**src/rtl/seg7_scan_driver.sv**
```systemverilog
// ---------------------------------------------------------------------------
// seg7_scan_driver
//
// Purpose:
//   Time-multiplexed driver for a DIGITS-wide common-anode 7-segment display.
//   A packed hex value and a per-digit decimal-point mask are captured into
//   shadow registers on 'load'. Each digit is lit for SCAN_DIV clock cycles,
//   and the scan runs from digit 0 (rightmost) up to digit DIGITS-1.
//   All display outputs are registered. No input reaches an output
//   combinationally.
//
// Parameters:
//   DIGITS     number of display digits (1..8)
//   SCAN_DIV   clock cycles each digit stays lit (>= 1)
//
// Ports:
//   clk         system clock; all logic is on the rising edge
//   rst         synchronous active-high reset; it overrides every other input
//   en          display enable; 0 blanks the display and parks the scan
//   load        1-cycle strobe that captures value/dp_mask into the shadows
//   value       packed hex nibbles; bits [3:0] hold digit 0
//   dp_mask     per-digit decimal-point request; 1 turns the point on
//   seg         active-low segments; bit0 = a ... bit6 = g
//   dp          active-low decimal point
//   an          active-low digit select; one-hot low while displaying
//   frame_done  1-cycle pulse when digit 0 is redisplayed after a wrap
//
// Build option:
//   SEG7_LEADING_ZERO_BLANK_EN - when defined, the driver blanks leading zero
//   digits above digit 0 whose decimal point is off. The anode of a blanked
//   digit is still driven, so scan timing is the same in both builds.
// ---------------------------------------------------------------------------
module seg7_scan_driver #(
   parameter int DIGITS   = 4,
   parameter int SCAN_DIV = 1000
) (
   input  logic                  clk,
   input  logic                  rst,
   input  logic                  en,
   input  logic                  load,
   input  logic [4*DIGITS-1:0]   value,
   input  logic [DIGITS-1:0]     dp_mask,
   output logic [6:0]            seg,
   output logic                  dp,
   output logic [DIGITS-1:0]     an,
   output logic                  frame_done
);

   localparam int IW = (DIGITS > 1) ? $clog2(DIGITS) : 1;
   localparam int PW = (SCAN_DIV > 1) ? $clog2(SCAN_DIV) : 1;
   localparam logic [PW-1:0] PS_LAST  = PW'(SCAN_DIV - 1);
   localparam logic [IW-1:0] IDX_LAST = IW'(DIGITS - 1);
   localparam logic [6:0]    SEG_OFF  = 7'h7F;

   logic [PW-1:0]         ps;
   logic [IW-1:0]         idx;
   logic [4*DIGITS-1:0]   shadow_val;
   logic [DIGITS-1:0]     shadow_dp;
   // Set on the edge where the index wraps to 0. It becomes frame_done on the
   // next edge, which is also the edge that first shows digit 0 on the pins.
   logic                  wrap_q;

   logic [3:0]            nibble;
   logic                  digit_dp;
   logic [6:0]            seg_nxt;
   logic                  dp_nxt;
   logic [DIGITS-1:0]     an_nxt;

   // Hex to active-low gfedcba segment pattern.
   function automatic logic [6:0] hex7(input logic [3:0] h);
      case (h)
         4'h0: hex7 = 7'b1000000;
         4'h1: hex7 = 7'b1111001;
         4'h2: hex7 = 7'b0100100;
         4'h3: hex7 = 7'b0110000;
         4'h4: hex7 = 7'b0011001;
         4'h5: hex7 = 7'b0010010;
         4'h6: hex7 = 7'b0000010;
         4'h7: hex7 = 7'b1111000;
         4'h8: hex7 = 7'b0000000;
         4'h9: hex7 = 7'b0010000;
         4'hA: hex7 = 7'b0001000;
         4'hB: hex7 = 7'b0000011;
         4'hC: hex7 = 7'b1000110;
         4'hD: hex7 = 7'b0100001;
         4'hE: hex7 = 7'b0000110;
         default: hex7 = 7'b0001110;
      endcase
   endfunction

`ifdef SEG7_LEADING_ZERO_BLANK_EN
   // zero_from[i] is 1 when nibble i and every nibble above it are zero.
   logic [DIGITS-1:0] zero_from;
   logic              zero_run;
`endif

   // Next pin values for the digit selected by the current index. The pins
   // lag the index by one clock.
   always_comb begin
      // NOTE: every always_comb output gets a default before any branch, so
      // no path can leave a signal unassigned and infer a latch.
      nibble   = shadow_val[4*int'(idx) +: 4];
      digit_dp = shadow_dp[idx];
      seg_nxt  = hex7(nibble);
      dp_nxt   = ~digit_dp;
      an_nxt   = ~(DIGITS'(1) << idx);
`ifdef SEG7_LEADING_ZERO_BLANK_EN
      zero_from = '0;
      zero_run  = 1'b1;
      for (int i = DIGITS - 1; i >= 0; i--) begin
         zero_run     = zero_run & (shadow_val[4*i +: 4] == 4'h0);
         zero_from[i] = zero_run;
      end
      // Digit 0 always shows. A digit with its point on counts as significant.
      if ((idx != '0) && zero_from[idx] && !digit_dp) begin
         seg_nxt = SEG_OFF;
         dp_nxt  = 1'b1;
      end
`endif
   end

   // NOTE: sequential state uses non-blocking assignments only, so every
   // register samples the pre-edge value of its sources.
   always_ff @(posedge clk) begin
      if (rst) begin
         // NOTE: the shadow registers are reset on purpose. After reset the
         // display shows a defined 0 and not stale data.
         ps         <= '0;
         idx        <= '0;
         shadow_val <= '0;
         shadow_dp  <= '0;
         wrap_q     <= 1'b0;
         seg        <= SEG_OFF;
         dp         <= 1'b1;
         an         <= '1;
         frame_done <= 1'b0;
      end else begin
         if (load) begin
            shadow_val <= value;
            shadow_dp  <= dp_mask;
         end
         if (en) begin
            seg        <= seg_nxt;
            dp         <= dp_nxt;
            an         <= an_nxt;
            frame_done <= wrap_q;
            if (ps == PS_LAST) begin
               ps <= '0;
               if (idx == IDX_LAST) begin
                  idx    <= '0;
                  wrap_q <= 1'b1;
               end else begin
                  idx    <= idx + 1'b1;
                  wrap_q <= 1'b0;
               end
            end else begin
               ps     <= ps + 1'b1;
               wrap_q <= 1'b0;
            end
         end else begin
            // Park the scan at the start of digit 0. Clearing wrap_q means
            // re-enabling the display never produces a stray frame_done.
            ps         <= '0;
            idx        <= '0;
            wrap_q     <= 1'b0;
            seg        <= SEG_OFF;
            dp         <= 1'b1;
            an         <= '1;
            frame_done <= 1'b0;
         end
      end
   end

endmodule

```
**config.mk**
```make
export PLATFORM = sky130hd
export DESIGN_NAME = seg7_scan_driver
export DESIGN_NICKNAME = d
export VERILOG_FILES = /design/src/rtl/seg7_scan_driver.sv
export SDC_FILE = /design/constraint.sdc
export NUM_CORES = 1
export LEC_CHECK = 0
export BUFFER_PORTS_ARGS = -buffer_cell sky130_fd_sc_hd__buf_4
export CAP_MARGIN = 20
export CORE_UTILIZATION = 54
export DETAILED_ROUTE_END_ITERATION = 8
export GPL_TIMING_DRIVEN = 0
export PLACE_DENSITY = 0.78
export SLEW_MARGIN = 20
export SYNTH_ARGS = -nofsm -noshare
export SYNTH_HDL_FRONTEND = slang
export SYNTH_SLANG_ARGS = --single-unit
```
**constraint.sdc**
```tcl
create_clock -name clk -period 2.15 [get_ports clk]
set_input_delay 0.5375 -clock clk [delete_from_list [all_inputs] [get_ports clk]]
set_output_delay 0.5375 -clock clk [all_outputs]
set_load 0.02 [all_outputs]
```
# [After elaboration in Yosys (flattened, before gate mapping)]
# Memories as Yosys holds them, arrays and structs flattened. A register that Yosys moved wholly into a read port is not among the register bits.
# Cells that the tools add are included.
[op_classes] n_addsub=2 magnitude_cmp=1 eq_ne=2 shift=2 n_mux=4 n_bitwise=4 reduce_logical=3
[ops] operator="$shiftx A16 B5 Y4" n=1
[ops] operator="$add A10 B1 Y10 const B" n=1
[ops] operator="$eq A10 B10 Y1 const B" n=1
[ops] operator="$reduce_or A3 Y1" n=2
[ops] operator="$not A4 Y4" n=1
[ops] operator="$shl A1 B2 Y4 const A" n=1
[ops] operator="$lt A2 B3 Y1 const B" n=1
[ops] operator="$not A1 Y1" n=3
[ops] operator="$add A2 B1 Y2 const B" n=1
[ops] operator="$bmux W1 S2" n=1
[ops] operator="$eq A2 B2 Y1 const B" n=1
[ops] operator="$mux W1" n=2
[ops] operator="$mux W2" n=1
[ops] operator="$reduce_or A2 Y1" n=1
[word_totals] reg_bits=39 rom_bits=112 inputBits=24 output_inout_bits=13 wordCells=27 mem_count=1
[memory_table] name="(name not given)" words=16 word_bits=7 read_ports=1 rd_ports_with_merged_regs=1 wr=0 line_no="71" source="case (h)"

# [Longest topological paths before layout]
# Gate-level depths: netlist of run 1.
[logic_depth] depth_word=3 depth_mapped=8 ltp_nobuf=7

# [Least setup slack after synthesis of run 1]
# Ideal clock, no wire load.
[synth_path] kind="register -> register" startpoint="register idx[0]" endpoint="register seg[3]" setup_ns=0.133 arrival_time_ns=1.833 required_time_ns=2.017 slack_ns=0.185 stages_incl_launch_ff=7 path_buffers=1 synth_period_minus_slack_ns=1.965 path_cell_list="dfxtp_1 buf_2 mux4_2 ha_1 or2_0 a211oi_1 a31oi_1"
[synth_via] elab_chain_len=1
[synth_rtl] item="start: declaration" line_no="56" source="logic [IW-1:0] idx;"
[synth_rtl] item="start signal: assignment" line_no="153" source="idx <= idx + 1'b1;"
[synth_rtl] item="$shiftx A16 B5 Y4" line_no="102" source="nibble = shadow_val[4*int'(idx) +: 4];"
[synth_rtl] item="end: declaration" line_no="43" source="output logic [6:0] seg,"
# No other way between the ends.
# A chain may end at the register's enable or synchronous reset.

# [Final worst setup path of run 1]
[layout_path] startpoint="register idx[0]" endpoint="register seg[1]"
# The elaborated chain is that of the path after synthesis.

==> summary.md, run 1 <==
| Metric | Value |
|---|---|
| Sw Ratio | `0.240` |
| GPL Wtd Cong | `about 0.77` |
| Fill count | `approximately 260` |
| Final period util | `0.939` |
| I/O pin total | `37` |
| Finished Cell Area | `2320 um2` |
| Die area | `3830 um2` |
| IR drop worst, VDD | `~0.45 mV` |
| Seq pwr share | `0.623` |
| Total grt overflow | `0` |
| CP startpoint kind | `flop` |
| Worst hold path type | `in2reg` |
| Top cells by area, synth | `dfxtp_1 48%, mux2i_1 12%, ha_1 7.1%` |
| Reg-to-reg slack, setup | `0.13 ns` |
| DIE HEIGHT | `approximately 62 um` |
| Clock net sink count | `46` |
| Clock Latency Late Sink | `between 0.3 and 0.4 ns` |
| Largest family of logic cells by synthesized area | `multiplexers` |
| Worst-Margin Slew | `a little over 0.7 ns` |
| Syn Inst Count | `190` |
| Avg Inst Size Synth | `approximately 10 um2` |
| Adder-cell share of the synthesized area | `0.0711` |
| Count leader, synth | `dfxtp_1` |
| Worst Path Required | `~2.4 ns` |
| Vias in the first global route | `around 1400` |
| R2r worst-path depth | `6` |
| Critical path class | `reg2reg` |
| Seq/Total Area, Yosys | `0.476` |
| Port bufs | `35` |
| Cell Pwr Density | `approximately 620 nW/um2` |
| Final wirelength | `approximately 3.5 mm` |
| Final hold vios | `0` |
| Clock Pin Slew Worst Setup and Hold Paths | `roughly 0.12 ns` |
| Synth warn | `0` |
| Clock Power Share | `0.254` |
| Combinational power share | `0.123` |
| Int Power | `approximately 1.1 mW` |
| 1st-iter DRT viols | `83` |
| Setup violations, final | `0` |
| Slew Limit Fails | `0` |
| Pwr Total | `1.45 mW` |
| Vias per Instance | `just over 5` |
| TritonCTS Buffers | `5` |
| Root Driver | `clkbuf_4` |
| Site Rows | `21` |
| Post-layout nets | `268` |
| Die width | `a little over 60 um` |
| Synth cell count leaders | `46 x dfxtp_1, 34 x nor2_1, 23 x mux2i_1, 15 x nand2_1, 11 x ha_1` |
| Netlist cell types | `33` |
| Via count | `1414` |
| Remaining antenna violation count | `0` |
| Antenna violations before repair | `0` |
| LEAKAGE | `around 0.97 nW` |
| CP arrival | `2.23 ns` |
| Core ar. | `3390 um2` |
| Share of the synthesized area in the top cell type | `0.476` |
| H-tree depth | `2` |
| Drt drc | `0` |
| CTS tree | `yes` |
| Crit. End Element | `flop` |
| Post-synthesis compound-gate area fraction | `0.0504` |
| Asr flop ratio synth | `0` |
| Worst-path fanout max | `8` |
| Status | `complete, no violations` |
| Synth area leader | `dfxtp_1` |
| Reg2Reg Launch Point | `idx[0]$_SDFFE_PP0N_` |
| Post-synth EDFFs | `0` |
| Mux cell area share after synthesis | `0.183` |
| DR WL/cell | `between 10 and 15 um` |
| Xor and xnor area share after synthesis | `0.0362` |
| Initial Util | `0.571` |
| Drt first pass iters | `4` |
| Synth Cell Area | `approximately 1900 um2` |
| Relative slew slack | `0.527` |
| Hold path startpoint | `value[9]` |
| Hold EP | `shadow_val[9]$_SDFFE_PP0P_` |
| Hold-critical path depth | `3` |
| Post-synthesis net count | `~230` |
| Final HPWL from detailed placement | `~2.7 mm` |
| Synth Area in Simple Gates | `0.150` |
| Reg2Reg Capture Point | `seg[1]$_SDFF_PP1_` |
| Max-cap violations | `0` |
| NetSw | `approximately 350 uW` |
| Pin count of the biggest net entering global routing | `13` |
| Post-route minimum period | `a little over 2 ns` |
| Placed Area | `2260 um2` |
| RSZ-0062 raised after global routing | `no` |
| Area delta synth->final | `19.8%` |
| Ant. Diodes | `0` |
| #FFs+latches synth | `46` |
| Max Clock Freq | `~500 MHz` |
| Skew final | `0.00866 ns` |
| GRT Total Usage | `0.214` |
| Clk buf depth | `2` |
| First-pass GRT wire length | `about 5.8 mm` |
| Ys flop type | `dfxtp_1` |
| Share of cells above drive strength 1 | `0.245` |
worst max-delay path by stage:
stage / from / slack, ns / cells after the start / to
floorplan: idx[0]$_SDFFE_PP0N_ / 0.18 / 6 / seg[3]$_SDFF_PP1_
global route: idx[0]$_SDFFE_PP0N_ / 0.01 / 6 / seg[1]$_SDFF_PP1_
detailed placement: idx[0]$_SDFFE_PP0N_ / -0.03 / 6 / seg[3]$_SDFF_PP1_
CTS: idx[1]$_SDFFE_PP0N_ / 0.01 / 7 / seg[3]$_SDFF_PP1_
finish: idx[0]$_SDFFE_PP0N_ / 0.13 / 6 / seg[1]$_SDFF_PP1_
global placement: idx[0]$_SDFFE_PP0N_ / 0.02 / 6 / seg[3]$_SDFF_PP1_
what timing repair did:
| action | 4_1_cts | 5_1_grt |
|---|---|---|
| setup buffers | 0 | 1 |
| hold buffers | 0 | 0 |
| resized for setup | 1 | 5 |
| endpoints found under the setup margin | 2 | 2 |
worst max-delay path, stage by stage, from the launching register on:
cell,delay [ns]
dfxtp_2,0.37
buf_6,0.15
mux4_2,0.56
inv_1,0.19
ha_1,0.28
o211ai_1,0.20
o211ai_1,0.14
kinds of logic after synthesis:
group	after synthesis
AND/OR/NAND/NOR	66
flip-flops	46
multiplexers	29
buffers and inverters	16
AO/OA/AOI/OAI	14
adder cells (fa/ha/maj)	11
XOR/XNOR	8
registers in the layout, summed over array words and instances, names as in the netlist:
signal and cells:
an 4, wrap_q 1, idx 2, shadow_val 16, frame_done 1, shadow_dp 4
ps 10, dp 1, seg 7
stage by stage:
step           TNS, ns  setup slack, ns  hold WS, ns  instances  utilization
2_1_floorplan        0            0.185        0.406        190            -
5_1_grt              0           0.0101        0.406        279        0.684
3_5_place_dp   -0.0270          -0.0270        0.445        271        0.666
6_report             0            0.130        0.412        279        0.684
4_1_cts              0           0.0131        0.400        278        0.680
3_3_place_gp         0           0.0171        0.412        271        0.666
power by group through the flow:
stage / Sequential (mW) / Combinational, mW / Clock, mW
2_1_floorplan: 0.930 / 0.0952 / 0
3_3_place_gp: 0.919 / 0.170 / 0
3_5_place_dp: 0.921 / 0.177 / 0
4_1_cts: 0.902 / 0.177 / 0.384
5_1_grt: 0.907 / 0.197 / 0.427
6_report: 0.901 / 0.179 / 0.368
layout by cell type, fill, tap and decap left out, drive strengths merged, types with 3 or more instances in the layout:
cell type	synthesis	final
a21oi	3	3
buf	4	40
clkbuf	6	13
dfxtp	46	46
ha	11	11
inv	6	6
mux2i	23	23
mux4	5	5
nand2	15	15
nor2	34	34
o211ai	3	3
xnor2	5	5
xor2	3	3
area by class of cell:
cell class                      instances  area, um2  share of cell area
Buffer                                 10       50.0              0.0216
Sequential cell                        46        922               0.398
Multi-Input combinational cell        128        952               0.410
Timing Repair Buffer                   36        270               0.117
Inverter                                6       22.5             0.00971
Tap cell                               46       57.6              0.0248
Clock buffer                            7       45.0              0.0194
metal layers:
layer	part of all wire	GRT usage
met4	0.018	0.102
met5	0	0
met2	0.49	0.355
met3	0.049	0.0600
met1	0.44	0.258
(Power assumes the default switching activity.)
==> run 2, diff against run 1 <==
- CORE_UTILIZATION: 54 -> 49
- PLACE_DENSITY: 0.78 -> 0.75
- clock period: 2.15 -> 1.7 ns (I/O delays scaled with it)
==> run 2 against run 1 <==
Cell count is 3.9% higher. Register-to-register slack worse by 0.30 ns. Worst setup slack worse by 0.30 ns. The run now ends with negative setup slack left. Die area is 9.9% higher. Clock power is 87% higher. Critical path type unchanged. Sequential share of layout area is 3.0 points lower. Flip-flop and latch count stayed put.
==> summary.md, run 2 (synthesis results as in run 1) <==
| Metric | Value |
|---|---|
| Status | `finished, violations left` |
| Failing checks | `negative setup slack` |
| Via count | `around 1500` |
| Reg2Reg Launch Point | `idx[0]$_SDFFE_PP0N_` |
| Die width | `~65 um` |
| Skew final | `0.00652 ns` |
| GPL Wtd Cong | `around 0.84` |
| Largest register FFs | `16` |
| Final period util | `1.10` |
| Worst-Margin Slew | `~0.70 ns` |
| CP max stage cell | `mux4_2` |
| Final HPWL from detailed placement | `about 2.6 mm` |
| Vias in the first global route | `about 1400` |
| Pin count of the biggest net entering global routing | `15` |
| Reg2Reg Capture Point | `seg[3]$_SDFF_PP1_` |
| IR drop worst, VDD | `0.571 mV` |
| Post-layout nets | `about 280` |
| Fill count | `315` |
| Biggest register | `shadow_val` |
| Clock net sink count | `46` |
| 1st-iter DRT viols | `70` |
| GRT Total Usage | `0.194` |
| Hold EP | `shadow_val[9]$_SDFFE_PP0P_` |
| Share of cells above drive strength 1 | `0.343` |
| DR WL/cell | `12.8 um` |
| Max Clock Freq | `about 530 MHz` |
| Finished Cell Area | `approximately 2500 um2` |
| Root Driver | `clkbuf_8` |
| R2r worst-path depth | `6` |
| Post-route worst setup slack | `-0.174 ns` |
| Core ar. | `roughly 3700 um2` |
| Setup violations, final | `5` |
| Reg-to-reg slack, setup | `-0.17 ns` |
| Slew Limit Fails | `0` |
| First-pass GRT wire length | `roughly 6.1 mm` |
| Drt drc | `0` |
| Cell Pwr Density | `a little over 800 nW/um2` |
| Clock Latency Late Sink | `approximately 0.30 ns` |
| H-tree depth | `2` |
| Crit. End Element | `flop` |
| Biggest regs | `shadow_val (16), ps (10), seg (7)` |
| Area delta synth->final | `30.9%` |
| Clock Pin Slew Worst Setup and Hold Paths | `0.08 ns` |
| LEAKAGE | `between 1 and 1.5 nW` |
| Total grt overflow | `0` |
| Initial Util | `0.521` |
| Hold path startpoint | `value[9]` |
| Antenna violations before repair | `0` |
| TritonCTS Buffers | `5` |
| CP arrival | `approximately 2 ns` |
| Clk buf depth | `2` |
| Critical path class | `reg2reg` |
| Pwr Total | `between 2 and 2.5 mW` |
| Ant. Diodes | `0` |
| Biggest cell delay along the critical path | `0.58 ns` |
| Worst Path Required | `between 1.5 and 2 ns` |
| I/O pin total | `37` |
| Worst hold path type | `in2reg` |
| Placed Area | `2290 um2` |
| Remaining antenna violation count | `0` |
| Post-route minimum period | `between 1.5 and 2 ns` |
| Final hold vios | `0` |
| Worst-path fanout max | `6` |
| CTS tree | `yes` |
| Final wirelength | `around 3.7 mm` |
| Drt first pass iters | `4` |
| Site Rows | `22` |
| Hold-critical path depth | `3` |
| Cell Chain, Critical Path | `buf_8 > mux4_2 > ha_4 > or2_1 > a211oi_2 > a31oi_1` |
| DIE HEIGHT | `~65 um` |
| CP startpoint kind | `flop` |
| Vias per Instance | `between 5 and 6` |
| RSZ-0062 raised after global routing | `yes` |
| Port bufs | `35` |
| Die area | `between 4000 and 5000 um2` |
| Max-cap violations | `0` |
| Relative slew slack | `0.535` |
| Most frequent cells in the layout | `44 x buf_4, 39 x dfxtp_1, 34 x nor2_1, 23 x mux2i_1, 15 x nand2_1` |
| Commonest non-fill, non-tap cell in the layout | `buf_4` |
## run 2: final cells by class
class,instances,area [um2],area share
Multi-Input combinational cell,128,1020,0.402
Buffer,10,68.8,0.0272
Clock buffer,6,82.6,0.0326
Sequential cell,46,932,0.368
Timing Repair Buffer,44,334,0.132
Tap cell,48,60.1,0.0237
Clock inverter,2,12.5,0.00494
Inverter,6,25.0,0.00988
## run 2: power breakdown
group / internal (mW) / switching (mW)
Clock: 0.327 / 0.361
Sequential: 1.12 / 0.0201
Combinational: 0.126 / 0.117
## run 2: what timing repair did
action / CTS / global route
resized for setup: 11 / 18
pin swaps: 1 / 3
hold buffers: 0 / 0
endpoints found under the setup margin: 8 / 15
buffers inserted: 5 / 4
## run 2: critical path: cells and delay by family, from the launching register on
kind / cells / cell delay [ns]
multiplexers: 1 / 0.58
flip-flops: 1 / 0.35
AO/OA/AOI/OAI: 2 / 0.26
AND/OR/NAND/NOR: 1 / 0.22
adder cells (fa/ha/maj): 1 / 0.21
buffers and inverters: 1 / 0.13
## run 2: routing by layer
metal,vias to the layer above,share of wire,global-route usage
li1,745,-,-
met1,670,0.47,0.230
met2,41,0.47,0.310
met3,4,0.052,0.0599
met4,0,0.011,0.103
met5,-,0,0
## run 2: worst max-delay path by stage
stage,startpoint,end
after floorplan,idx[0]$_SDFFE_PP0N_,seg[3]$_SDFF_PP1_
after global placement,idx[1]$_SDFFE_PP0N_,seg[3]$_SDFF_PP1_
after detailed placement,idx[1]$_SDFFE_PP0N_,seg[3]$_SDFF_PP1_
after CTS,idx[0]$_SDFFE_PP0N_,seg[3]$_SDFF_PP1_
after global routing,idx[0]$_SDFFE_PP0N_,seg[3]$_SDFF_PP1_
final,idx[0]$_SDFFE_PP0N_,seg[3]$_SDFF_PP1_
## run 2: metrics by stage
step / hold WS, ns / TNS [ns] / setup slack (ns) / std cells / util
3_5_place_dp: 0.415 / -1.29 / -0.312 / 273 / 0.617
5_1_grt: 0.350 / -1.01 / -0.234 / 290 / 0.682
3_3_place_gp: 0.413 / -0.957 / -0.276 / 273 / 0.617
6_report: 0.358 / -0.575 / -0.174 / 290 / 0.682
4_1_cts: 0.349 / -0.562 / -0.168 / 286 / 0.662
2_1_floorplan: 0.406 / -0.217 / -0.0892 / 190 / -
